**src/rtl/spi_flash_cmd_seq.sv**
```systemverilog
// SPI flash command sequencer: turns one flash command into a byte stream for the
// byte-level SPI master, with optional WREN prefix, FAST_READ dummies and WIP polling.
module spi_flash_cmd_seq #(
    parameter int ADDR_BYTES  = 3,
    parameter int SIZE_W      = 9,
    parameter int DUMMY_BYTES = 1,
    parameter int AUTO_WREN   = 1,
    parameter int POLL_EN     = 1,
    parameter int POLL_MAX    = 65535,
    parameter int CS_GAP      = 2
) (
    input  logic                    sys_clk,
    input  logic                    rst_n,
    input  logic [7:0]              cmd,
    input  logic                    cmd_valid,
    output logic                    cmd_ack,
    output logic                    cmd_err,
    input  logic [8*ADDR_BYTES-1:0] addr,
    input  logic [SIZE_W-1:0]       size,
    input  logic [7:0]              data_in,
    output logic                    data_req,
    output logic [7:0]              data_out,
    output logic                    data_valid,
    output logic                    busy,
    output logic                    CS_reg,
    output logic                    wr_req,
    input  logic                    wr_ack,
    output logic [7:0]              send_data,
    input  logic [7:0]              data_recv
);
    localparam int CNT_W  = SIZE_W + 1;
    localparam int POLL_W = $clog2(POLL_MAX + 1);
    localparam int GAP_W  = (CS_GAP > 1) ? $clog2(CS_GAP) : 1;
    localparam logic [GAP_W-1:0]  GAP_LAST  = GAP_W'((CS_GAP > 0) ? CS_GAP - 1 : 0);
    localparam logic [POLL_W-1:0] POLL_LAST = POLL_W'(POLL_MAX - 1);
    localparam logic [POLL_W-1:0] POLL_TOP  = POLL_W'(POLL_MAX);

    localparam logic [3:0] IDLE        = 4'd0;
    localparam logic [3:0] LATCH       = 4'd1;
    localparam logic [3:0] WREN_FRAME  = 4'd2;
    localparam logic [3:0] GAP         = 4'd3;
    localparam logic [3:0] CS_LOW      = 4'd4;
    localparam logic [3:0] OPCODE      = 4'd5;
    localparam logic [3:0] ADDR        = 4'd6;
    localparam logic [3:0] DUMMY       = 4'd7;
    localparam logic [3:0] XFER        = 4'd8;
    localparam logic [3:0] CS_HIGH     = 4'd9;
    localparam logic [3:0] POLL_OPCODE = 4'd10;
    localparam logic [3:0] POLL_READ   = 4'd11;
    localparam logic [3:0] ACK         = 4'd12;

    // Which frame just closed; decides where CS_HIGH goes next.
    localparam logic [1:0] PH_WREN = 2'd0;
    localparam logic [1:0] PH_MAIN = 2'd1;
    localparam logic [1:0] PH_POLL = 2'd2;

    logic [3:0]              state;
    logic [1:0]              phase;
    logic [7:0]              cmd_q;
    logic [8*ADDR_BYTES-1:0] addr_q;
    logic                    has_addr, is_write, need_poll, err_q;
    logic [CNT_W-1:0]        dum_n, xfer_n, byte_cnt;
    logic [POLL_W-1:0]       poll_cnt;
    logic [GAP_W-1:0]        gap_cnt;

    logic                    d_bad, d_addr, d_dummy, d_write, d_wren, d_poll;
    logic [CNT_W-1:0]        d_xfer, nbytes;
    logic [3:0]              after_op, after_addr, after_dummy, byte_next;
    logic [7:0]              tx_byte;
    logic                    in_byte, last_byte;

    always_comb begin
        d_bad = 1'b0; d_addr = 1'b0; d_dummy = 1'b0; d_write = 1'b0;
        d_wren = 1'b0; d_poll = 1'b0; d_xfer = '0;
        case (cmd)
            8'h06, 8'h04: begin end
            8'hC7: begin d_wren = 1'b1; d_poll = 1'b1; end
            8'h05, 8'h9F: d_xfer = {1'b0, size};
            8'h03: begin d_addr = 1'b1; d_xfer = {1'b0, size}; end
            8'h0B: begin d_addr = 1'b1; d_dummy = 1'b1; d_xfer = {1'b0, size}; end
            8'h01: begin d_xfer = CNT_W'(1); d_write = 1'b1; d_wren = 1'b1; d_poll = 1'b1; end
            8'h02: begin
                d_addr = 1'b1; d_xfer = {1'b0, size};
                d_write = 1'b1; d_wren = 1'b1; d_poll = 1'b1;
            end
            8'hD8: begin d_addr = 1'b1; d_wren = 1'b1; d_poll = 1'b1; end
            default: d_bad = 1'b1;
        endcase
    end

    always_comb begin
        after_dummy = (xfer_n != '0) ? XFER : CS_HIGH;
        after_addr  = (dum_n != '0) ? DUMMY : after_dummy;
        after_op    = has_addr ? ADDR : after_addr;
        in_byte     = 1'b1;
        byte_next   = CS_HIGH;
        nbytes      = CNT_W'(1);
        tx_byte     = 8'h00;
        case (state)
            WREN_FRAME:  tx_byte = 8'h06;
            OPCODE:      begin tx_byte = cmd_q; byte_next = after_op; end
            ADDR:        begin
                tx_byte = addr_q[8*ADDR_BYTES-1 -: 8];
                byte_next = after_addr; nbytes = CNT_W'(ADDR_BYTES);
            end
            DUMMY:       begin byte_next = after_dummy; nbytes = dum_n; end
            XFER:        begin tx_byte = is_write ? data_in : 8'h00; nbytes = xfer_n; end
            POLL_OPCODE: begin tx_byte = 8'h05; byte_next = POLL_READ; end
            POLL_READ:   begin end
            default:     in_byte = 1'b0;
        endcase
        last_byte = (byte_cnt + CNT_W'(1)) == nbytes;
    end

    assign busy    = (state != IDLE);
    assign cmd_ack = (state == ACK);
    assign cmd_err = (state == ACK) && err_q;

    always_ff @(posedge sys_clk or negedge rst_n) begin
        if (!rst_n) begin
            state <= IDLE; phase <= PH_MAIN; cmd_q <= '0; addr_q <= '0;
            has_addr <= 1'b0; is_write <= 1'b0; need_poll <= 1'b0; err_q <= 1'b0;
            dum_n <= '0; xfer_n <= '0; byte_cnt <= '0; poll_cnt <= '0; gap_cnt <= '0;
            CS_reg <= 1'b1; wr_req <= 1'b0; send_data <= '0;
            data_req <= 1'b0; data_out <= '0; data_valid <= 1'b0;
        end else begin
            data_req   <= 1'b0;
            data_valid <= 1'b0;
            case (state)
                IDLE: if (cmd_valid) state <= LATCH;
                LATCH: begin
                    cmd_q <= cmd; addr_q <= addr; has_addr <= d_addr; is_write <= d_write;
                    need_poll <= d_poll && (POLL_EN != 0);
                    dum_n <= d_dummy ? CNT_W'(DUMMY_BYTES) : '0;
                    xfer_n <= d_xfer; err_q <= 1'b0;
                    byte_cnt <= '0; poll_cnt <= '0; gap_cnt <= '0;
                    if (d_bad) begin
                        err_q <= 1'b1; state <= ACK;
                    end else if (d_wren && (AUTO_WREN != 0)) begin
                        phase <= PH_WREN; CS_reg <= 1'b0; state <= WREN_FRAME;
                    end else begin
                        phase <= PH_MAIN; state <= CS_LOW;
                    end
                end
                CS_LOW: begin CS_reg <= 1'b0; state <= OPCODE; end
                CS_HIGH: begin
                    CS_reg <= 1'b1;
                    case (phase)
                        PH_WREN: begin phase <= PH_MAIN; state <= GAP; end
                        PH_MAIN: if (need_poll) begin phase <= PH_POLL; state <= GAP; end
                                 else state <= ACK;
                        default: state <= ACK;
                    endcase
                end
                GAP: begin
                    if (gap_cnt == GAP_LAST) begin
                        gap_cnt <= '0;
                        if (phase == PH_POLL) begin CS_reg <= 1'b0; state <= POLL_OPCODE; end
                        else state <= CS_LOW;
                    end else begin
                        gap_cnt <= gap_cnt + GAP_W'(1);
                    end
                end
                ACK: state <= IDLE;
                default: begin
                    if (!in_byte) begin
                        state <= IDLE;
                    end else if (!wr_req) begin
                        wr_req <= 1'b1;
                        send_data <= tx_byte;
                        if (state == XFER && is_write) data_req <= 1'b1;
                        if (state == ADDR) addr_q <= addr_q << 8;
                    end else if (wr_ack) begin
                        wr_req <= 1'b0;
                        if (state == XFER && !is_write) begin
                            data_out <= data_recv; data_valid <= 1'b1;
                        end
                        if (state == POLL_READ) begin
                            if (poll_cnt != POLL_TOP) poll_cnt <= poll_cnt + POLL_W'(1);
                            if (!data_recv[0]) begin
                                CS_reg <= 1'b1; state <= CS_HIGH;
                            end else if (poll_cnt == POLL_LAST) begin
                                err_q <= 1'b1; CS_reg <= 1'b1; state <= CS_HIGH;
                            end
                        end else if (last_byte) begin
                            byte_cnt <= '0;
                            state <= byte_next;
                            if (byte_next == CS_HIGH) CS_reg <= 1'b1;
                        end else begin
                            byte_cnt <= byte_cnt + CNT_W'(1);
                        end
                    end
                end
            endcase
        end
    end
endmodule
```
**config.mk**
```make
export PLATFORM = sky130hd
export DESIGN_NAME = spi_flash_cmd_seq
export DESIGN_NICKNAME = d
export VERILOG_FILES = /design/src/rtl/spi_flash_cmd_seq.sv
export SDC_FILE = /design/constraint.sdc
export NUM_CORES = 1
export LEC_CHECK = 0
export ABC_AREA = 1
export BUFFER_PORTS_ARGS = -buffer_cell sky130_fd_sc_hd__buf_2
export CORE_MARGIN = 2
export CORE_UTILIZATION = 26
export CTS_BUF_LIST = sky130_fd_sc_hd__clkbuf_8 sky130_fd_sc_hd__clkbuf_16
export DETAILED_ROUTE_END_ITERATION = 8
export SLEW_MARGIN = 10
export SYNTH_ARGS = -nofsm -noshare
export SYNTH_HDL_FRONTEND = slang
export SYNTH_SLANG_ARGS = --single-unit
```
**constraint.sdc**
```tcl
create_clock -name sys_clk -period 1.77 [get_ports sys_clk]
set_input_delay 0.177 -clock sys_clk [delete_from_list [all_inputs] [get_ports sys_clk]]
set_output_delay 0.177 -clock sys_clk [all_outputs]
set_load 0.005 [all_outputs]
```
==> reports/results.tsv, run 1 <==
stage	metric	value	unit
outcome	status	complete, but fails checks	
outcome	failing checks	negative setup slack	
clock_tree	Num CTS Buffers	9	
route	drt first pass iters	4	
pwr	Max VDD drop	0.597	mV
clock_tree	Root Buffer	clkbuf_16	
clock_tree	clk_lat worst skew	0.35	ns
floorplanning	die area	0.0231	mm^2
logic_synthesis	most common cell in the netlist	nand2_1	
logic_synthesis	share of flip-flops with an asynchronous set or reset	100	%
layout	ANT cells	0	
global_route	All-Layer GR Usage	14.8	%
floorplanning	Die H	152	um
setup_path	CP max stage cell	dfrtp_2	
floorplanning	Std-Cell Core Area	0.0217	mm^2
route	Vias	5790	
layout	synthesis-to-layout area growth	46.1	%
setup_path	worst-path maximum fanout	6	
layout	largest reg by FF count	addr_q	
sta	fin crit share	109	%
setup_path	signal arrival time at the worst endpoint	2.21	ns
sta	setup_tns	-3.53	ns
setup_path	CP required	2.06	ns
global_route	first-pass GRT wire length	28.0	mm
logic_synthesis	Mapped Cells	764	
global_route	largest net degree at the start of global routing	38	
layout	Fillers	2173	
global_route	Overflow after GRT	0	
sta	final setup fails	41	
setup_path	most used cell, CP	nand2_1	
floorplanning	Die Wd	152	um
place	dpl ws	-0.223	ns
pwr	P_leak	4.12	nW
sta	Slew @ Worst Pin	0.509	ns
logic_synthesis	synth top area cells	dfrtp_1 (43%), nand2_1 (14%), inv_1 (7.1%)	
setup_path	Worst Setup End Kind	register	
place	Port Buffers	83	
logic_synthesis	synth cell count leaders	nand2_1 (209), inv_1 (107), dfrtp_1 (97)	
sta	maximum clock frequency	520	MHz
logic_synthesis	top cell type's share of synthesized area	42.6	%
sta	Rel. slew slack	66.1	%
sta	RSZ-0062 raised after global routing	true	
logic_synthesis	Synth Net Count	828	
sta	fin. max-slew vios	0	
min_path	worst hold path class	in -> reg	
logic_synthesis	Synth Area per Inst	7.46	um^2
sta	final-report hold violation count	0	
setup_path	CP peak stage delay	0.45	ns
logic_synthesis	most used flip-flop cell after synthesis	dfrtp_1	
route	DRC violations left	0	
floorplanning	row cnt	54	
route	DRT antenna net count	0	
place	DP Wirelength	12.5	mm
layout	Top Registers	addr_q x24, poll_cnt x16, byte_cnt x10	
global_route	number of global-route vias before repair	5671	
logic_synthesis	sequential fraction of the synthesis area	43.5	%
logic_synthesis	Synth area leader	dfrtp_1	
clock_tree	Max clock buf depth	2	
setup_path	crit path kind	reg -> reg	
place	gpl congestion	0.903	
setup_path	Setup crit start kind	register	
clock_tree	CTS sink cnt	99	
global_route	initial antenna violation count	0	
clock_tree	CTS tree	yes	
logic_synthesis	synth warn	0	
pwr	PwrDens	1660	mW/mm^2
sta	Worst Skew	0.00809	ns
setup_path	Buf+Inv Stages, Crit Path	2	
layout	layout cells sized above 1	36.2	%
route	Detailed Route Iter0 Violations	311	
logic_synthesis	Distinct cells, synth	44	
clock_tree	Worst-path clk slew	0.07	ns
clock_tree	H-tree Lvls	3	
setup_path	cell family with most CP delay	simple AND/OR/NAND/NOR gates	
logic_synthesis	Post-synth EDFFs	0	
route	DR WL/cell	14.1	um
pwr	Tot Pwr	13.8	mW
job	max cap viols	0	
layout	max reg flops	24	
floorplanning	initial core utilization	26.3	%
sta	clock period minus worst slack	1.92	ns
setup_path	Cell Chain, Critical Path	buf_6 > nor2_8 > nand2_4 > buf_6 > nor2_2 > nand3_1 > nand2_2 > nor2_1 > nand2_1 > nor2_1 > nand2_2 > nand3_4 > nand2_4 > nand2_1 > nand2_1	
logic_synthesis	Post-Syn Area	0.00570	mm^2
logic_synthesis	Seq cells post-synth	99	
layout	Nets	1031	
route	Via density	4.62	
route	routed wire length	17.6	mm
sta	min setup slack post-route	-0.154	ns
floorplanning	num ports	84	
placed cells by master (no fill, tap or decap), types with 6 or more instances in the layout:
cell type / count
inv_4: 6
nand4_1: 10
dfrtp_2: 7
nand3_2: 12
o21ai_0: 39
dfrtp_1: 90
nor2_4: 11
nand3_1: 49
a21oi_1: 9
o211ai_1: 17
buf_4: 101
nor2_2: 14
inv_2: 7
buf_12: 7
inv_1: 99
buf_2: 81
nor2_1: 53
nand2_4: 12
nand2_1: 184
nor3_1: 13
o22ai_1: 8
xor2_1: 8
o21ai_1: 20
buf_6: 16
nand2_2: 21
clkbuf_16: 12
report_power, final:
part           leakage (nW)  switching [mW]  internal (mW)
sequential             1.27           0.473           3.10
clock                 0.160           0.899           1.28
combinational          2.69            4.38           3.70
total                  4.12            5.76           8.08
path summary, 6_finish.rpt:
check	startpoint	to	slack (ns)	cells past startpoint
worst max-delay path	state[2]$_DFFE_PN0P_	state[0]$_DFFE_PN0P_	-0.15	15
worst min-delay path	data_recv[2]	data_out[2]$_DFFE_PN0P_	0.02	3
worst max register to register	state[2]$_DFFE_PN0P_	state[0]$_DFFE_PN0P_	-0.15	15
worst min register to register	CS_reg$_DFFE_PN1P_	CS_reg$_DFFE_PN1P_	0.46	2
max in group asynchronous	rst_n	byte_cnt[0]$_DFFE_PN0P_	0.73	3
min in group asynchronous	rst_n	data_out[6]$_DFFE_PN0P_	0.35	2
per-stage QoR:
| stage | cell area, um^2 | std cells | util, % | hold WS [ns] |
|---|---|---|---|---|
| after CTS | 7870 | 1234 | 36.3 | 0.0141 |
| after global routing | 8320 | 1252 | 38.4 | 0.0257 |
| after detailed placement | 7110 | 1200 | 32.8 | 0.183 |
| after global placement | 7110 | 1200 | 32.8 | 0.190 |
| after floorplan | 5710 | 764 | - | -0.119 |
| final | 8320 | 1252 | 38.4 | 0.0183 |
final cells by class:
class                   instances  area (um^2)  area share, %
clock buffers                  10          239           2.87
repair buffers                212         1660           19.9
well taps                     280          350           4.21
inverters                     112          440           5.29
clock inverters                 6         88.8           1.07
flip-flops and latches         99         2490           29.9
multi-input cells             533         3060           36.8
metal layers:
metal	global-route usage [%]	vias up	part of all wire (%)
met1	19.3	2742	45
met2	25.1	137	49
li1	-	2884	-
met4	3.96	0	1.8
met3	2.94	27	4.2
met5	0	-	0
timing repair:
item,in CTS,in global routing
hold buffers,1,0
setup buffers,14,14
resized for setup,61,89
cloned,3,4
hold endpoints to repair,31,0
pin swaps,14,31
setup endpoints to repair,60,71
tightest hold or removal path, delay by kind of cell:
kind	cells	cell delay [ns]
buffers and inverters	1	0.07
and+or+nand+nor	2	0.09
cells by family (layout without fill, tap and decap cells):
family / after synthesis / after routing / share of synthesized area, %
and+or+nand+nor: 392 / 392 / 31.0
buffers and inverters: 132 / 340 / 9.36
AOI/OAI and AO/OA: 124 / 124 / 13.1
DFF: 99 / 99 / 43.5
xor gates and xnor gates: 10 / 10 / 1.54
muxes: 4 / 4 / 0.791
adders and majority gates: 3 / 3 / 0.659
Note: power is estimated with default switching activity, not from simulation.
==> inputs of run 2 (changes only) <==
--- a/config.mk
+++ b/config.mk
@@ -5,12 +5,12 @@
 export SDC_FILE = /design/constraint.sdc
 export NUM_CORES = 1
 export LEC_CHECK = 0
-export ABC_AREA = 1
 export BUFFER_PORTS_ARGS = -buffer_cell sky130_fd_sc_hd__buf_2
 export CORE_MARGIN = 2
 export CORE_UTILIZATION = 26
 export CTS_BUF_LIST = sky130_fd_sc_hd__clkbuf_8 sky130_fd_sc_hd__clkbuf_16
 export DETAILED_ROUTE_END_ITERATION = 8
+export PLACE_DENSITY_LB_ADDON = 0.1
 export SLEW_MARGIN = 10
 export SYNTH_ARGS = -nofsm -noshare
 export SYNTH_HDL_FRONTEND = slang
==> run 2 against run 1 <==
The flow still finishes with violations (negative setup slack). Combinational power down 16%. Clock power about the same. Utilization increased by 1.7 points. Final cell count fell by 12%. Critical path type unchanged.
==> reports/results.tsv, run 2 <==
stage	metric	value	unit
sta	maximum clock frequency	373	MHz
global_route	first-pass GRT wire length	27.5	mm
global_route	All-Layer GR Usage	15.8	%
sta	WHS	0.0390	ns
logic_synthesis	Synth Area per Inst	8.88	um^2
layout	Top Registers	addr_q x24, poll_cnt x16, byte_cnt x10	
setup_path	crit path launch	state[1]$_DFFE_PN0P_	
clock_tree	CTS sink cnt	99	
job	max cap viols	0	
layout	largest reg by FF count	addr_q	
route	DR WL/cell	15.2	um
layout	layout cells sized above 1	40.2	%
pwr	PwrDens	1540	mW/mm^2
setup_path	cell family with most CP delay	simple AND/OR/NAND/NOR gates	
route	DRC violations left	0	
pwr	Seq pwr share	28.2	%
global_route	largest net degree at the start of global routing	53	
logic_synthesis	most common cell in the netlist	nand2_1	
route	routed wire length	16.7	mm
layout	Nets	887	
logic_synthesis	Synth Net Count	663	
layout	Fillers	2031	
sta	fin crit share	152	%
setup_path	reg-to-reg slack, setup	-0.91	ns
place	DP Wirelength	12.0	mm
setup_path	reg-to-reg critical path startpoint	state[1]$_DFFE_PN0P_	
pwr	Tot Pwr	12.5	mW
logic_synthesis	share of flip-flops with an asynchronous set or reset	100	%
logic_synthesis	synth warn	0	
clock_tree	CTS tree	yes	
floorplanning	Die H	147	um
layout	design area	0.00809	mm^2
sta	fin. max-slew vios	0	
setup_path	Worst Setup End Kind	register	
pwr	Logic pwr share	54.2	%
sta	final setup fails	84	
logic_synthesis	Seq cells post-synth	99	
pwr	P_leak	3.72	nW
floorplanning	initial core utilization	26.4	%
logic_synthesis	top cell type's share of synthesized area	45.6	%
setup_path	Setup crit start kind	register	
logic_synthesis	sequential fraction of the synthesis area	46.6	%
setup_path	worst-path maximum fanout	4	
logic_synthesis	Distinct cells, synth	67	
route	Vias	5143	
global_route	Overflow after GRT	0	
layout	max reg flops	24	
layout	synthesis-to-layout area growth	52.0	%
layout	most frequent cells in the layout	buf_4 (129), nand2_1 (102), dfrtp_1 (96), buf_2 (82), nor2_1 (61)	
floorplanning	row cnt	52	
place	placed inst area	0.00712	mm^2
layout	register area	0.00248	mm^2
global_route	number of global-route vias before repair	5427	
floorplanning	die area	0.0216	mm^2
layout	commonest non-fill, non-tap cell in the layout	buf_4	
clock_tree	clk_lat worst skew	0.36	ns
place	dpl ws	-1.01	ns
sta	Worst Skew	0.00965	ns
sta	final-report hold violation count	0	
setup_path	most used cell, CP	o211a_1	
clock_tree	Max clock buf depth	2	
route	Detailed Route Iter0 Violations	257	
setup_path	Buf+Inv Stages, Crit Path	0	
logic_synthesis	synth top area cells	dfrtp_1 (46%), nand2_1 (7.5%), nor2_1 (4.9%)	
pwr	Max VDD drop	0.637	mV
logic_synthesis	synth cell count leaders	nand2_1 (107), dfrtp_1 (97), nor2_1 (69)	
setup_path	Cell Chain, Critical Path	or4b_4 > or3_4 > o211a_1 > o211a_1 > o211ai_4 > nor2_2 > o21ai_4 > mux2_4	
logic_synthesis	Post-synth EDFFs	0	
setup_path	CP peak stage delay	0.55	ns
sta	min setup slack post-route	-0.913	ns
pwr	clock share of power	17.6	%
floorplanning	Die Wd	147	um
min_path	worst hold start	addr[5]	
outcome	status	complete, but fails checks	
layout	post-layout util	40.1	%
setup_path	CP max stage cell	or4b_4	
layout	multi-input logic area	0.00305	mm^2
route	drt first pass iters	4	
setup_path	crit path kind	reg -> reg	
sta	Rel. slew slack	75.2	%
pwr	Net Sw Power	4.77	mW
floorplanning	Std-Cell Core Area	0.0202	mm^2
route	DRT antenna net count	0	
outcome	failing checks	negative setup slack	
place	Port Buffers	83	
logic_synthesis	Post-Syn Area	0.00532	mm^2
logic_synthesis	Synth area leader	dfrtp_1	
setup_path	CP required	2.00	ns
logic_synthesis	most used flip-flop cell after synthesis	dfrtp_1	
route	Via density	4.68	
pwr	Net Sw Frac	38.2	%
setup_path	signal arrival time at the worst endpoint	2.92	ns
clock_tree	H-tree Lvls	3	
clock_tree	Root Buffer	clkbuf_16	
global_route	initial antenna violation count	2	
clock_tree	Num CTS Buffers	9	
pwr	P_int	7.73	mW
clock_tree	Worst-path clk slew	0.07	ns
sta	Slew @ Worst Pin	0.369	ns
floorplanning	num ports	84	
logic_synthesis	Mapped Cells	599	
sta	clock period minus worst slack	2.68	ns
min_path	worst hold path class	in -> reg	
place	gpl congestion	0.849	
sta	RSZ-0062 raised after global routing	true	
## run 2: timing repair
action                     CTS  global route
pin swaps                   21            15
cloned                       2             3
hold endpoints to repair    19             0
buffers inserted             4            12
hold buffers                 1             0
resized for setup           71            31
setup endpoints to repair   99            98
## run 2: final timing paths
kind / end / depth (start not counted)
max: state[3]$_DFFE_PN0P_ / 8
max in group asynchronous: addr_q[17]$_DFFE_PN0P_ / 3
min reg2reg: cmd_q[0]$_DFFE_PN0P_ / 2
min: addr_q[5]$_DFFE_PN0P_ / 2
min in group asynchronous: err_q$_DFFE_PN0P_ / 2
max reg2reg: state[3]$_DFFE_PN0P_ / 8
## run 2: metal layers
layer | track usage, % | routed length, um
met1 | 20.0 | 7570
met2 | 27.1 | 8200
met3 | 4.32 | 750
met4 | 3.37 | 141
met5 | 0 | 13
## run 2: worst register-to-register path: cells and delay by family, from the launching register on
kind | cells | cell delay [ns]
compound gates | 4 | 0.85
simple gates | 3 | 0.99
flops | 1 | 0.41
mux | 1 | 0.32
## run 2: metrics by stage
step | instances | TNS (ns)
after floorplan | 599 | -17.35
after CTS | 1084 | -22.28
after global routing | 1098 | -32.04
final | 1099 | -24.53
after global placement | 1062 | -27.83
after detailed placement | 1062 | -29.67
## run 2: power groups by stage
stage / sequential (mW) / combinational, mW / clock (mW)
final: 3.52 / 6.77 / 2.20
after global routing: 3.62 / 7.45 / 2.39
after CTS: 3.52 / 6.31 / 2.29
after detailed placement: 3.56 / 5.74 / 0
after global placement: 3.52 / 5.69 / 0
after floorplan: 3.50 / 3.20 / 0
## run 2: kinds of logic (layout without fill, tap and decap cells)
kind of cell / Yosys count / in the layout / share of synthesized area, %
AND/OR/NAND/NOR: 272 / 272 / 24.2
AO/OA/AOI/OAI: 142 / 143 / 17.3
flip-flops: 99 / 99 / 46.6
buffers and inverters: 42 / 270 / 3.15
XOR/XNOR: 24 / 24 / 4.47
multiplexers: 16 / 16 / 3.34
adder cells (fa/ha/maj): 4 / 4 / 0.894
other: 0 / 1 / 0
## run 2: cell type report
type,instances,share of cell area (%)
Antenna cell,1,0.0309
Clock buffer,9,2.78
Clock inverter,7,1.22
Inverter,12,0.557
Multi-Input combinational cell,459,37.7
Sequential cell,99,30.7
Tap cell,270,4.18
Timing Repair Buffer,242,22.8
